`src/rtl/nios_core_rom_loader.sv`:
```
// nios_core_rom_loader: fills a RAM region with seed+k and, with NIOS_CORE_ROM_LOADER_VERIFY_EN, reads it back and counts mismatches
// Ports: clk, reset (sync active-high); start/base_addr/length/seed request a run;
// busy/done/error/err_count/err_addr report status; address/chipselect/write/byteenable/
// writedata/clken/readdata form the Avalon-MM master (read latency 1, no waitrequest).
module nios_core_rom_loader #(
  parameter int ADDR_W = 12,
  parameter int DATA_W = 32
) (
  input  logic              clk,
  input  logic              reset,
  input  logic              start,
  input  logic [ADDR_W-1:0] base_addr,
  input  logic [ADDR_W:0]   length,
  input  logic [DATA_W-1:0] seed,
  output logic              busy,
  output logic              done,
  output logic              error,
  output logic [ADDR_W:0]   err_count,
  output logic [ADDR_W-1:0] err_addr,
  output logic [ADDR_W-1:0] address,
  output logic              chipselect,
  output logic              write,
  output logic [3:0]        byteenable,
  output logic [DATA_W-1:0] writedata,
  output logic              clken,
  input  logic [DATA_W-1:0] readdata
);
  typedef enum logic [2:0] {IDLE, FILL, VFY, DRAIN, FIN} state_t;
  state_t            state;
  logic [ADDR_W:0]   len;
  logic [ADDR_W:0]   cnt;
  assign byteenable = 4'hF;
  assign clken = 1'b1;
`ifdef NIOS_CORE_ROM_LOADER_VERIFY_EN
  logic [ADDR_W-1:0] base_r;
  logic [DATA_W-1:0] seed_r;
  // pend marks a read issued last cycle whose data arrives this cycle
  logic              pend;
  logic [ADDR_W-1:0] pend_addr;
  logic [DATA_W-1:0] pend_exp;
`else
  logic unused_rd;
  assign unused_rd = ^readdata;
  assign error = 1'b0;
  assign err_count = '0;
  assign err_addr = '0;
`endif
  always_ff @(posedge clk)
    if (reset) begin
      state <= IDLE;
      busy <= 1'b0;
      done <= 1'b0;
      chipselect <= 1'b0;
      write <= 1'b0;
      address <= '0;
      writedata <= '0;
      len <= '0;
      cnt <= '0;
`ifdef NIOS_CORE_ROM_LOADER_VERIFY_EN
      base_r <= '0;
      seed_r <= '0;
      pend <= 1'b0;
      pend_addr <= '0;
      pend_exp <= '0;
      error <= 1'b0;
      err_count <= '0;
      err_addr <= '0;
`endif
    end else begin
      case (state)
        IDLE: if (start) begin
          len <= length;
          cnt <= 1;
          address <= base_addr;
          writedata <= seed;
`ifdef NIOS_CORE_ROM_LOADER_VERIFY_EN
          base_r <= base_addr;
          seed_r <= seed;
          error <= 1'b0;
          err_count <= '0;
          err_addr <= '0;
`endif
          if (length != '0) begin
            state <= FILL;
            busy <= 1'b1;
            chipselect <= 1'b1;
            write <= 1'b1;
          end else begin
            state <= FIN;
            done <= 1'b1;
          end
        end
        FILL: if (cnt == len) begin
`ifdef NIOS_CORE_ROM_LOADER_VERIFY_EN
          state <= VFY;
          write <= 1'b0;
          address <= base_r;
          writedata <= seed_r;
          cnt <= 1;
`else
          state <= FIN;
          busy <= 1'b0;
          done <= 1'b1;
          chipselect <= 1'b0;
          write <= 1'b0;
`endif
        end else begin
          address <= address + 1'b1;
          writedata <= writedata + 1'b1;
          cnt <= cnt + 1'b1;
        end
`ifdef NIOS_CORE_ROM_LOADER_VERIFY_EN
        VFY: begin
          // writedata keeps stepping during reads as the expected value
          pend <= 1'b1;
          pend_addr <= address;
          pend_exp <= writedata;
          if (cnt == len) begin
            state <= DRAIN;
            chipselect <= 1'b0;
          end else begin
            address <= address + 1'b1;
            writedata <= writedata + 1'b1;
            cnt <= cnt + 1'b1;
          end
        end
        DRAIN: begin
          pend <= 1'b0;
          state <= FIN;
          busy <= 1'b0;
          done <= 1'b1;
        end
`endif
        FIN: begin
          done <= 1'b0;
          state <= IDLE;
        end
        default: state <= IDLE;
      endcase
`ifdef NIOS_CORE_ROM_LOADER_VERIFY_EN
      if (pend && readdata != pend_exp) begin
        error <= 1'b1;
        err_count <= err_count + 1'b1;
        if (!error) err_addr <= pend_addr;
      end
`endif
    end
endmodule

```
`config.mk`:
```
export PLATFORM = sky130hd
export DESIGN_NAME = nios_core_rom_loader
export DESIGN_NICKNAME = d
export VERILOG_FILES = /design/src/rtl/nios_core_rom_loader.sv
export SDC_FILE = /design/constraint.sdc
export NUM_CORES = 1
export LEC_CHECK = 0
export CORE_MARGIN = 1.5
export CORE_UTILIZATION = 45
export DETAILED_ROUTE_END_ITERATION = 6
export PLACE_DENSITY = 0.81
export SLEW_MARGIN = 30
export SYNTH_ARGS = -nofsm -noshare
export SYNTH_HDL_FRONTEND = slang
export SYNTH_SLANG_ARGS = --single-unit
```
`constraint.sdc`:
```
create_clock -name clk -period 6.1 [get_ports clk]
set_input_delay 0.915 -clock clk [delete_from_list [all_inputs] [get_ports clk]]
set_output_delay 0.915 -clock clk [all_outputs]
set_load 0.01 [all_outputs]
```
* After elaboration in Yosys (flattened, before gate mapping)
Cells that the tools add are included.
** Word-level totals
- Register bits :: 75
- Bits in latches :: 0
- Memory bits (writable) :: 0
- Bits in read-only memories :: 0
- Input port bits :: 92
- Output and inout bits :: 79
- Word-level logic and storage cells :: 48
- Memories kept :: 0
** Cells by class
- $add $sub $neg :: 3
- Multiply operators :: 0
- Divide/modulo/power cells :: 0
- Order comparisons :: 0
- Equal/unequal tests :: 8
- Shift operators :: 0
- Muxes and demuxes :: 21
- Bitwise logic cells :: 0
- Reductions and logical operators :: 9
** Operators with widths (number)
- $mux W32 :: 2
- $pmux W32 S2 :: 1
- $add A32 B1 Y32 const B :: 1
- $mux W13 :: 2
- $pmux W13 S2 :: 1
- $mux W12 :: 2
- $pmux W12 S2 :: 1
- $add A13 B1 Y13 const B :: 1
- $eq A13 B13 Y1 :: 1
- $reduce_bool A13 Y1 :: 1
- $add A12 B1 Y12 const B :: 1
- $ne A2 B2 Y1 const B :: 5
- $mux W3 :: 3
- $reduce_and A4 Y1 :: 2
- $mux W1 :: 6
- $pmux W3 S2 :: 1
- $reduce_and A2 Y1 :: 2
- $eq A3 B1 Y1 const B :: 1
- $eq A3 B3 Y1 const B :: 1
- $logic_not A3 Y1 :: 1
- $pmux W1 S3 :: 1
- $reduce_and A3 Y1 :: 1
- $reduce_bool A3 Y1 :: 1
- $pmux W1 S2 :: 1
- $reduce_bool A2 Y1 :: 1

* Logic depth before layout (Yosys ltp)
- Depth after elaboration :: 4
- Gate-level depth with buffers :: 10
- Mapped depth without buffers :: 8

* Least setup slack after synthesis
Ideal clock, no wire load.
- Kind :: in2reg
- Start point :: input start
- End point :: register writedata[9]
- Setup time :: 0.122 ns
- Data arrival time :: 2.119 ns
- Data required time :: 5.978 ns
- Path slack :: 3.859 ns
- Stages :: 6
- Buffers on the path :: 1
- Cell sequence :: nand2_1 o21ai_1 buf_2 o21a_1 nand2_1 o311a_1
** On the way
- Cells in the longest elaborated chain, start to end :: 2
** Ends and longest elaborated chain
- from (decl) :: line 11 : input logic start,
- $ne A2 B2 Y1 (no line)
- $reduce_and A3 Y1 (no line)
- to (signal assigned) :: line 109 : writedata <= writedata + 1'b1;
- to (decl) :: line 24 : output logic [DATA_W-1:0] writedata,
Every way passes these cells.
A chain may end at the register's enable or synchronous reset.

* Worst setup path in the final report
Ends and elaborated chain as after synthesis.

==> summary.md <==
| Metric | Value |
|---|---|
| Top cell by count, worst path | nand2_1 |
| EDFF count, synth | 0 |
| Fill count | around 910 |
| Delay-heaviest family, CP | compound AO/OA/AOI/OAI gates |
| Slew Limit Headroom | 0.3591 |
| Area contributors post-synth | dfxtp_1 32%, a21oi_1 9.4%, nand2_1 6.6%, buf_4 5.6%, o32ai_1 3.6% |
| Tmin final | 3.720 ns |
| Layout Nets | 787 |
| Cts hold-fix bufs | 0 |
| Hold WC Path Type | flop to flop |
| Final worst slack | 2.380 ns |
| Gate Count Post-Synth | between 600 and 700 |
| CTS Root Buffer Type | clkbuf_8 |
| Initial DRC count | 338 |
| Critical Path RT | 6.34 ns |
| Initial antenna violation count | 0 |
| # rows | 36 |
| Total grt overflow | 0 |
| Ys flop type | dfxtp_1 |
| CP max FO | 26 |
| # diodes | 0 |
| HPWL Detailed | 8725 µm |
| Post-CTS setup buffer count | 0 |
| Vias in the first global route | 4,462 |
| Detailed Route WL | 12,950 µm |
| Worst path cell trace | clkdlybuf4s50_1, nand2_1, o21ai_1, o21a_1, nand2_1, o311a_1 |
| Area of the multi-input gates | 2753 µm² |
| Count leader, synth | a21oi_1 |
| Asr flop ratio synth | 0 |
| Synthesized area per cell | about 7.5 µm² |
| Worst-path clk slew | 0.08 ns |
| Total core area | 9819 µm² |
| #FFs+latches synth | 74 |
| Fin Setup TNS | 0 ns |
| Global-route wire length before repair | 20,990 µm |
| Commonest cells in the netlist | 86 x a21oi_1, 81 x nand2_1, 74 x dfxtp_1, 34 x buf_4 |
| Sequential fraction of the synthesis area | 0.3236 |
| Setup crit start kind | input port |
| IO Pins | 171 |
| 1st-pass router iterations | 5 |
| Fmax | 0.2688 GHz |
| Hold Crit Endpoint | len[7] |
| Hold Vio Cnt, Final | 0 |
| Layout cells sized above 1 | 0.05476 |
| Die ar. | around 11,000 µm² |
| Vias | 4,906 |
| R2r endpoint | writedata[9] |
| Routed vias/inst | 5.932 |
| Die W | 103.9 µm |
| Crit end category | flop |
| RSZ-0062 raised after global routing | no |
| Mapped Area | between 4000 and 5000 µm² |
| Total power | around 1.5 mW |
| Placement Setup Slack | 2.063 ns |
| Synth area leader | dfxtp_1 |
| H-tree depth | 3 |
| Final setup violation count | 0 |
| Library cells used by synthesis | 57 |
| IO buf count | 107 |
| GP Congestion | between 0.8 and 0.9 |
| GRT Total Usage | 0.2317 |
| Number of max-cap violations | 0 |
| Synth top area share | 0.3236 |
| YS warnings | 0 |
| Register area | 1481 µm² |
| Final cycle utilization of the critical path | 0.6098 |
| PostCTS Resize Cnt | 0 |
| Worst hold path stage count | 2 |
| Critical Path AT | 3.96 ns |
| Crit path max-delay cell type | o21a_1 |
| Slowest stage delay, CP | 0.83 ns |
| Min Hold Slack | 0.4710 ns |
| Reg2Reg Depth | 7 |
| WP buf/inv | 1 |
| CP Class | input port to flop |
| Worst-margin pin slew | about 0.96 ns |
| RR Startpoint | state[0] |
| Peak supply drop | around 0.00014 V |
| PwrDens | 263.4 nW/µm² |
| Hold_sp | len[7] |
| Clk_lat worst skew | 0.35 ns |
| DR WL/cell | 15.66 µm |
| Max-slew violations | 0 |
| Reg2reg setup slack | roughly 2.9 ns |
| Leakage power | 2.070 nW |
| Largest net degree at the start of global routing | 79 |
| Num CTS Buffers | 9 |
| Routed Antenna Nets | 0 |
| Outcome | completed |
| Initial Utilization | 0.4662 |
| Clock Tree Buf Depth | 2 |
| CTS tree | done |
| Die H | 103.9 µm |
| DRC violations left | 0 |
| Clock tree sinks | 74 |
| Clk_skew | 0.01495 ns |
| Layout area overhead | 26.24% |
area by class of cell:
cell class                 count  share of cell area
sequential                    74              0.2563
clock inverter                 5             0.01342
multi-input combinational    478              0.4763
clock buffer                  11             0.02446
tap                          133             0.02879
timing repair buffer         113              0.1923
inverter                      13            0.008443
flip-flops by register name, indices dropped and copies added, names as in the netlist:
signal,count
writedata,32
done,1
cnt,13
write,1
state,2
len,13
address,12
per-layer routing:
layer	routed length, µm	vias up	track usage
met4	272	0	0.1012
met5	0	-	0
met3	963	34	0.04135
li1	-	2334	-
met2	6354	244	0.3898
met1	5360	2294	0.2902
how the worst max path moves through the flow:
stage / depth (start not counted) / end / from / slack (ns)
finish: 6 / writedata[9] / start / 2.38
CTS: 6 / writedata[9] / start / 2.43
global route: 6 / writedata[9] / start / 2.18
floorplan: 6 / writedata[9] / start / 3.86
detailed placement: 6 / writedata[9] / start / 2.06
global placement: 6 / writedata[9] / start / 2.16
worst register-to-register path: stages (launching register included):
cell	delay (ns)
dfxtp_1	0.33
inv_1	0.09
ha_1	0.21
nand2_1	0.42
o21ai_1	0.43
o21a_1	0.83
nand2_1	0.39
o311a_1	0.43
cells in the final DEF, fill, tap and decap left out, drive strengths merged, types with 7 or more instances in the layout:
cell type and instances:
nor2 31, conb 31, clkdlybuf4s50 106, buf 7, nand4 20, nand2 81
inv 13, o21ai 21, a21oi 86, nand3 30, clkbuf 11, nor4 9
and3 17, dfxtp 74, o32ai 20, a31oi 8, xor2 13, nor3 30
stage by stage:
stage / instance area, µm² / instances / util
after detailed placement: 5560 / 811 / 0.5663
after global placement: 5553 / 811 / 0.5655
after CTS: 5779 / 827 / 0.5886
after global routing: 5779 / 827 / 0.5886
final: 5779 / 827 / 0.5886
after floorplan: 4687 / 639 / -
cell families after synthesis:
| logic type | share of synthesized area |
|---|---|
| buf+inv | 0.1019 |
| xor+xnor | 0.02487 |
| fa+ha+maj | 0.01640 |
| mux | 0.01558 |
| flops | 0.3236 |
| compound gates | 0.2394 |
| simple gates | 0.2766 |
| other cells | 0.001640 |
where the power goes:
group	leakage, nW	internal, mW	switching [mW]
registers	0.606	0.539	0.0733
logic	1.35	0.216	0.270
clock network	0.109	0.240	0.184
(Power assumes the default switching activity.)
